**src/rtl/yutorina_exc_ctrl.sv**
```systemverilog
// yutorina_exc_ctrl: exception/interrupt/ERET control with nested EPC stack and SPR file
// Ports: clk, rst (sync, active-high); i_busy/d_busy combine into stall; eret from ID;
//   mem_valid, exp_code, mem_pc, spr_we, w_addr, w_data from MEM; irq level lines;
//   r_addr -> r_data (combinational SPR read); flush/id_flush one-cycle pulses with
//   new_pc as redirect target; mode (0 kernel, 1 user).
// Optional: define YUTORINA_EXC_CTRL_TIMER_EN to add the CMP SPR and the timer interrupt.
module yutorina_exc_ctrl #(
  parameter int ADDR_W = 30,
  parameter int DATA_W = 32,
  parameter int IRQ_N = 8,
  parameter int DEPTH = 4,
  parameter int CNT_W = 64
) (
  input  logic              clk,
  input  logic              rst,
  input  logic              i_busy,
  input  logic              d_busy,
  input  logic              eret,
  input  logic              mem_valid,
  input  logic [3:0]        exp_code,
  input  logic [ADDR_W-1:0] mem_pc,
  input  logic [IRQ_N-1:0]  irq,
  input  logic              spr_we,
  input  logic [4:0]        w_addr,
  input  logic [DATA_W-1:0] w_data,
  input  logic [4:0]        r_addr,
  output logic [DATA_W-1:0] r_data,
  output logic              stall,
  output logic              flush,
  output logic              id_flush,
  output logic [ADDR_W-1:0] new_pc,
  output logic              mode
);
`ifdef YUTORINA_EXC_CTRL_TIMER_EN
  localparam int SRC_N = IRQ_N + 1;
`else
  localparam int SRC_N = IRQ_N;
`endif
  localparam int SP_W = $clog2(DEPTH + 1);
  localparam int IX_W = $clog2(DEPTH);
  localparam int CAUSE_W = 6;
  logic [CNT_W-1:0]   cnt;
  logic [ADDR_W-1:0]  vector;
  logic [SRC_N-1:0]   imask, src, pend;
  logic               ie, ovf;
  logic [SP_W-1:0]    sp;
  logic [CAUSE_W-1:0] cause, trap_cause;
  logic [ADDR_W-1:0]  epc_stk [DEPTH];
  logic [CAUSE_W-1:0] cause_stk [DEPTH];
  logic               mode_stk [DEPTH];
  logic               ie_stk [DEPTH];
  logic [IX_W-1:0]    top, below, push_ix;
  logic               empty, full, take_eret, take_exc, take_irq, trap, take_spr;
  logic [4:0]         irq_k;

  assign stall = i_busy | d_busy;
  assign empty = sp == '0;
  assign full = sp == SP_W'(DEPTH);
  assign top = IX_W'(sp - SP_W'(1));
  assign below = IX_W'(sp - SP_W'(2));
  assign push_ix = IX_W'(sp);

`ifdef YUTORINA_EXC_CTRL_TIMER_EN
  logic [DATA_W-1:0] cmp;
  logic              tpend;
  assign src = {tpend, irq};
  // The compare match is captured even while stalled so a hit is never lost.
  always_ff @(posedge clk)
    if (rst) begin
      cmp <= '0;
      tpend <= 1'b0;
    end else if (take_spr && w_addr == 5'd10) begin
      cmp <= w_data;
      tpend <= 1'b0;
    end else if (cmp != '0 && cnt[DATA_W-1:0] == cmp) tpend <= 1'b1;
`else
  assign src = irq;
`endif
  assign pend = src & imask;

  // Lowest pending index wins.
  always_comb begin
    irq_k = '0;
    for (int i = SRC_N - 1; i >= 0; i--) if (pend[i]) irq_k = 5'(i);
  end

  // One event per cycle: ERET > sync exception > interrupt > SPR write.
  assign take_eret = !stall && eret;
  assign take_exc = !stall && !eret && mem_valid && exp_code != 4'd0;
  assign take_irq = !stall && !eret && mem_valid && exp_code == 4'd0 && ie && |pend;
  assign trap = take_exc || take_irq;
  assign take_spr = !stall && !eret && mem_valid && spr_we && !trap;
  assign trap_cause = take_exc ? CAUSE_W'(exp_code) : CAUSE_W'(16) + CAUSE_W'(irq_k);

  always_ff @(posedge clk)
    if (rst) begin
      cnt <= '0;
      flush <= 1'b0;
      id_flush <= 1'b0;
      new_pc <= '0;
      mode <= 1'b0;
      vector <= '0;
      imask <= '0;
      ie <= 1'b0;
      ovf <= 1'b0;
      sp <= '0;
      cause <= '0;
    end else begin
      cnt <= cnt + CNT_W'(1);
      flush <= take_eret || trap || take_spr;
      id_flush <= take_eret;
      new_pc <= take_eret ? (empty ? '0 : epc_stk[top]) : trap ? vector : take_spr ? mem_pc + ADDR_W'(1) : '0;
      if (take_eret) begin
        mode <= !empty && mode_stk[top];
        if (!empty) begin
          ie <= ie_stk[top];
          cause <= sp > SP_W'(1) ? cause_stk[below] : '0;
          sp <= sp - SP_W'(1);
        end
      end
      // A full stack drops the new frame but still vectors; ovf records the loss.
      if (trap) begin
        mode <= 1'b0;
        ie <= 1'b0;
        cause <= trap_cause;
        ovf <= ovf || full;
        sp <= full ? sp : sp + SP_W'(1);
      end
      if (take_spr) begin
        if (w_addr == 5'd4) vector <= w_data[ADDR_W+1:2];
        if (w_addr == 5'd5) mode <= w_data[0];
        if (w_addr == 5'd7) imask <= w_data[SRC_N-1:0];
        if (w_addr == 5'd9) begin
          ie <= w_data[0];
          ovf <= ovf && w_data[1];
        end
      end
    end

  always_ff @(posedge clk)
    if (trap && !full) begin
      epc_stk[push_ix] <= mem_pc;
      mode_stk[push_ix] <= mode;
      ie_stk[push_ix] <= ie;
      cause_stk[push_ix] <= trap_cause;
    end else if (take_spr && w_addr == 5'd1 && !empty) epc_stk[top] <= w_data[ADDR_W+1:2];

  always_comb begin
    case (r_addr)
      5'd0: r_data = DATA_W'({mem_pc, 2'b00});
      5'd1: r_data = empty ? '0 : DATA_W'({epc_stk[top], 2'b00});
      5'd2: r_data = cnt[DATA_W-1:0];
      5'd3: r_data = DATA_W'(cnt[CNT_W-1:DATA_W]);
      5'd4: r_data = DATA_W'({vector, 2'b00});
      5'd5: r_data = DATA_W'(mode);
      5'd6: r_data = DATA_W'(cause);
      5'd7: r_data = DATA_W'(imask);
      5'd8: r_data = DATA_W'(pend);
      5'd9: r_data = DATA_W'({sp, ovf, ie});
`ifdef YUTORINA_EXC_CTRL_TIMER_EN
      5'd10: r_data = cmp;
`endif
      default: r_data = '0;
    endcase
  end
endmodule

```
**config.mk**
```make
export PLATFORM = sky130hd
export DESIGN_NAME = yutorina_exc_ctrl
export DESIGN_NICKNAME = d
export VERILOG_FILES = /design/src/rtl/yutorina_exc_ctrl.sv
export SDC_FILE = /design/constraint.sdc
export NUM_CORES = 1
export LEC_CHECK = 0
export CAP_MARGIN = 20
export CORE_MARGIN = 2
export CORE_UTILIZATION = 23
export CTS_CLUSTER_SIZE = 12
export DETAILED_ROUTE_END_ITERATION = 10
export SKIP_LAST_GASP = 1
export SYNTH_ARGS = -nofsm -noshare
export SYNTH_HDL_FRONTEND = slang
export SYNTH_SLANG_ARGS = --single-unit
export TNS_END_PERCENT = 30
```
**constraint.sdc**
```tcl
create_clock -name clk -period 8.9 [get_ports clk]
set_input_delay 1.78 -clock clk [delete_from_list [all_inputs] [get_ports clk]]
set_output_delay 1.78 -clock clk [all_outputs]
set_load 0.01 [all_outputs]
```
==> results of run 1 <==
layout make-up:
cell class                      instances  area, µm²  area share
Clock buffer                           48        955      0.0540
Tap cell                              790        988      0.0560
Antenna cell                            1       2.50    0.000142
Sequential cell                       293       7350       0.416
Timing Repair Buffer                  176       1710      0.0967
Inverter                               19       71.3     0.00404
Clock inverter                         12       92.6     0.00524
Multi-Input combinational cell        956       6500       0.368
report_power, final:
| group | switching, mW | total (mW) | internal, mW |
|---|---|---|---|
| Clock | 0.578 | 1.36 | 0.780 |
| Sequential | 0.00707 | 1.43 | 1.42 |
| Combinational | 0.117 | 0.204 | 0.0864 |
cell families after synthesis:
kind of cell	after synthesis	synth area share
flops	293	0.517
fa+ha+maj	8	0.00704
compound gates	336	0.161
mux	45	0.0642
buf+inv	108	0.0301
simple gates	514	0.188
xor+xnor	53	0.0326
routing by layer:
layer / vias to the layer above / GRT usage
met1: 5912 / 0.218
li1: 5407 / -
met3: 104 / 0.0367
met2: 653 / 0.253
met4: 8 / 0.0583
met5: - / 0
metrics by stage:
stage          area, µm²  utilization  setup slack (ps)  total power, mW
3_5_place_dp       16600        0.271              2630             1.66
2_1_floorplan      14200            -              3190             1.55
5_1_grt            17700        0.288              2510             3.08
3_3_place_gp       16600        0.271              2710             1.66
4_1_cts            17700        0.288              2610             3.01
6_report           17700        0.288              2530             2.99
cell usage in the layout, fill, tap and decap left out, drive strengths merged, types with 23 or more instances in the layout:
master / count
nand4: 28
a22oi: 69
nand3: 54
a221oi: 25
nor4: 24
xnor2: 28
nor3: 23
o211ai: 25
clkbuf: 48
mux4: 37
nand2b: 35
a21oi: 87
edfxtp: 148
dfxtp: 145
clkdlybuf4s50: 155
nand2: 194
nor2: 67
xor2: 25
o21ai: 41
a211oi: 26
worst min-delay path: cells and delay by family (launching register included):
family / cells / cell delay (ps)
flops: 1 / 320
simple gates: 1 / 60
compound gates: 1 / 50
worst max-delay path by stage:
stage | from | endpoint | slack, ps | cells past startpoint
final | r_addr[0] | r_data[26] | 2530 | 6
after global routing | r_addr[0] | r_data[26] | 2510 | 6
after CTS | r_addr[0] | r_data[26] | 2610 | 6
after detailed placement | r_addr[0] | r_data[26] | 2630 | 6
after global placement | r_addr[0] | r_data[26] | 2710 | 6
after floorplan | d_busy | epc_stk[0][0] | 3190 | 8
flip-flops by register name, summed over array words and instances (netlist names), 3 cells and up:
signal / count
epc_stk: 120
ie_stk: 4
vector: 30
imask: 8
cause_stk: 20
sp: 3
cnt: 64
new_pc: 30
cause: 5
mode_stk: 4
==> results.cfg, run 1 <==
[grt]
first_pass_grt_wire_length_um = 76800
grt_usage = 0.162
grt_antenna_before_repair = 5
pin_count_of_the_biggest_net_entering_global_routing = 66
globalRoute.totalOverflow = 0
first_global_vias = 11700

[synthesis]
yosys.cell_types.count = 72
synthMostInstantiatedCell = nand2_1
synth_area_leaders = edfxtp_1 31%, dfxtp_1 20%, mux4_2 5.9%
ys_seq_area_frac = 0.517
synth-warning-count = 0
syn-mean-instance-area_um2 = 10.5
synth-main-ff-cell = edfxtp_1
postSynth.asyncResetShare = 0
syn_area_um2 = 14200
synth_common_cells = 194 x nand2_1, 148 x edfxtp_1, 145 x dfxtp_1, 87 x a21oi_1, 69 x a22oi_1
postSynthCellCount = 1357
ys_seq_elements = 293
yosys.area.top_type_share = 0.313
netlist.top_cell.by_area = edfxtp_1
number_of_flops_mapped_to_enable_cells_by_yosys = 148
synth_nets = 1456

[sta]
pins_over_their_slew_limit = 0
setup_repair_after_global_routing_missed_its_margin = false
post_route_clock_period_utilization = 0.716
worst_clock_skew_ps = 22.8
whs_ps = 469
setup-tns-final_ps = 0
slew_headroom = 0.292
min_period_ps = 6370
setup-violations-final = 0
worst_slew_pin_slew_ps = 1060
finalHoldViolCount = 0
achievable-frequency_ghz = 0.157

[worst_setup_path]
critical_path.n_buffers_inverters = 2
worstPathRequired_ps = 7120
r2r-end = epc_stk[1][18]
worst_path_most_repeated_cell = clkdlybuf4s50_1
worst-r2r-cell-count = 9
timing.setup.critical_path_class = primary input to output pin
timing.critical_path.max_delay_family = simple AND/OR/NAND/NOR gates
setup.worst_path.start_class = primary input
crit_slowest_cell = nor2_1
arrival_ps = 4590
crit-reg2reg-launch = sp[0]
critical_path.endpoint_type = output pin
critical-path-max-stage-delay_ps = 630
critical_path.max_fanout = 8
crit_chain = clkdlybuf4s50_1 > nor2b_1 > nand3b_1 > nor2_1 > a211o_1 > clkdlybuf4s50_1
worst-r2r-setup-slack_ps = 4870

[routing]
detail_route.wirelength_um = 52600
drt_iter0_drc = 1471
detailroute.wirelength.met2_um = 23700
highest_layer = met5
vias_per_cell = 5.27
first_pass_iters = 5
drtAntennaViolNets = 0
num_vias = 12100
drt-wirelength-per-cell_um = 22.9
met1_length_um = 22100
detail_route.drc_violations = 0
wl_met3_um = 5030

[clock_tree]
tritoncts_clock_tree = built
htree_num_levels = 2
numCtsBuffers = 34
total_of_hold_buffers_inserted_after_clock_tree_synthesis = 0
cts.repair_timing.setup_buffer_count = 0
clk_latency_ps = 530
cts_resized = 0
clkSlewWorstSetupHoldPaths_ps = 60
numClockSinks = 293
clock_tree.buffer_depth = 3
root_buffer = clkbuf_16

[run_status]
status = complete, no violations

[floorplanning]
ioPinCount = 157
initial_utilization = 0.232
die_w_um = 253
floorplan.die_area_um2 = 63800
placement_rows = 91
core_area_um2 = 61400
die-height_um = 253

[place]
placement.io_buffers = 156
globalplace.congestion = 0.829
cells_after_dpl = 2234
place.detailed.hpwl_um = 36200

[final_layout]
area.growth.synth_to_final_pct = 24.2
finalNetCount = 1579
final_non_filler_cells = 2295
drive_above_1_share = 0.0924
filler_cell_count = 6296

[power_and_ir_drop]
power.leakage_nw = 5.48
power-per-cell-area_nw_per_um2 = 169
vdd_ir_drop_max_v = 0.000105

[worst_hold_path]
whs_endpoint = vector[12]
hold_path_startpoint = vector[12]
hold_depth = 2
worstHoldPathType = register to register

[run]
drv.max_cap_violation_count = 0
No activity file was read; power rests on OpenSTA's default activity.
==> run 2: changes to the inputs <==
==> constraint.sdc (replaced) <==
create_clock -name clk -period 6 [get_ports clk]
set_input_delay 1.2 -clock clk [delete_from_list [all_inputs] [get_ports clk]]
set_output_delay 1.2 -clock clk [all_outputs]
set_load 0.01 [all_outputs]
==> results.cfg, run 2 (synthesis gave the netlist of run 1 again) <==
[run_status]
status = complete, no violations

[grt]
first_pass_grt_wire_length_um = 74400
pin_count_of_the_biggest_net_entering_global_routing = 74
grt_busiest_layer = met2
met3_capacity_usage_during_global_routing = 0.0265
gr-usage-met2 = 0.249
global_route.usage.met1 = 0.205
grt_usage = 0.153
grt_antenna_before_repair = 4
first_global_vias = 11800
globalRoute.totalOverflow = 0

[run]
drv.max_cap_violation_count = 0

[power_and_ir_drop]
power-per-cell-area_nw_per_um2 = 247
vdd_ir_drop_max_v = 0.000163
power.leakage_nw = 5.50
total_power_mw = 4.37

[routing]
detail_route.drc_violations = 0
detail_route.wirelength_um = 49500
drtAntennaViolNets = 0
first_pass_iters = 5
drt-wirelength-per-cell_um = 21.5
drt_iter0_drc = 1177
vias_per_cell = 5.25
num_vias = 12100

[final_layout]
reg_with_most_ffs = epc_stk
most_frequent_cells_in_the_layout = 194 x nand2_1, 155 x clkdlybuf4s50_1, 148 x edfxtp_1
design_area_um2 = 17700
finalNetCount = 1584
drive_above_1_share = 0.0920
most_common_cell_after_layout_fill_and_taps_aside = nand2_1
area.growth.synth_to_final_pct = 24.4
reg.largest.list = epc_stk x120, cnt x64
largest_register_ff_count = 120

[sta]
worst_slew_pin_slew_ps = 995
finalHoldViolCount = 0
min_period_ps = 5190
setup-tns-final_ps = 0
slew_headroom = 0.337
post_route_clock_period_utilization = 0.865
setup_ws_ps = 811
setup-violations-final = 0
worst_clock_skew_ps = 24.3
pins_over_their_slew_limit = 0
setup_repair_after_global_routing_missed_its_margin = false
achievable-frequency_ghz = 0.193

[place]
placement.setup.worst_slack_ps = 923
placement.io_buffers = 156
placement.cell_area_um2 = 16700
place.detailed.hpwl_um = 34800
globalplace.congestion = 0.867

[worst_hold_path]
worstHoldPathType = register to register

[clock_tree]
cts.repair_timing.setup_buffer_count = 0
total_of_hold_buffers_inserted_after_clock_tree_synthesis = 0
numCtsBuffers = 34
htree_num_levels = 2
clkSlewWorstSetupHoldPaths_ps = 60
cts_resized = 0
clock_tree.buffer_depth = 3
clk_latency_ps = 530
root_buffer = clkbuf_16
numClockSinks = 293
tritoncts_clock_tree = built

[worst_setup_path]
arrival_ps = 3990
worstPathRequired_ps = 4800
critical_path.n_buffers_inverters = 3
timing.critical_path.max_delay_family = buffers and inverters
critical_path.max_fanout = 33
setup.worst_path.start_class = register
crit_slowest_cell = dfxtp_1
crit_chain = inv_1 > ha_1 > buf_4 > mux4_2 > nand2b_1 > nor2_1 > a21oi_1 > nand4_1 > clkdlybuf4s50_1
timing.setup.critical_path_class = register to output pin
critical-path-max-stage-delay_ps = 620
critical_path.endpoint_type = output pin

[floorplanning]
initial_utilization = 0.232
core_area_um2 = 61400
floorplan.die_area_um2 = 63800
die_w_um = 253
die-height_um = 253
placement_rows = 91
ioPinCount = 157
-- run 2: cell types whose count changed in the layout (fill, tap and decap cells not counted), sizes merged --
cell	before	now
buf	21	26
clkbuf	48	46
clkinv	7	10
clkinvlp	1	2
-- run 2: path summary, 6_finish.rpt --
| path | start | to | slack, ps | depth (start not counted) |
|---|---|---|---|---|
| worst min-delay path | vector[8] | vector[8] | 470 | 2 |
| worst min register to register | vector[8] | vector[8] | 470 | 2 |
| worst max register to register | sp[1] | epc_stk[0][16] | 2250 | 9 |
| worst max-delay path | sp[1] | r_data[2] | 810 | 9 |
-- run 2: per-layer routing --
layer,share of wire,wire (µm)
met4,0.030,1500
met2,0.46,23000
met1,0.42,20900
met5,0.00087,43
met3,0.083,4120
-- run 2: cell type report --
class	count	area (µm²)
Antenna cell	1	2.50
Clock buffer	46	900
Clock inverter	16	125
Fill cell	6295	43700
Inverter	19	71.3
Multi-Input combinational cell	956	6500
Sequential cell	293	7350
Tap cell	790	988
Timing Repair Buffer	181	1760
-- run 2: power breakdown --
group          switching, mW  internal (mW)
clock network          0.843           1.11
logic                  0.172          0.129
registers            0.00814           2.11
total                   1.02           3.35
-- run 2: per-stage QoR --
step	utilization	cells	hold WS, ps
after floorplan	-	1357	445
after global placement	0.271	2238	456
after detailed placement	0.272	2239	460
after CTS	0.288	2301	469
after global routing	0.288	2302	490
final	0.288	2302	468
-- run 2: worst register-to-register path: stages, from the launching register on --
cell and delay, ps:
dfxtp_1 620, inv_1 230, ha_1 300, ha_2 450, nor2_1 290, o2111a_1 250
buf_4 430, nand3_1 160, o21ai_2 100, buf_4 480
==> run 3: changes to the inputs <==
--- a/config.mk
+++ b/config.mk
@@ -5,6 +5,7 @@
 export SDC_FILE = /design/constraint.sdc
 export NUM_CORES = 1
 export LEC_CHECK = 0
+export ABC_AREA = 0
 export CAP_MARGIN = 20
 export CORE_MARGIN = 2
 export CORE_UTILIZATION = 23
==> results of run 3 <==
No change in the layout: final DEF, timing and power equal those of run 2.
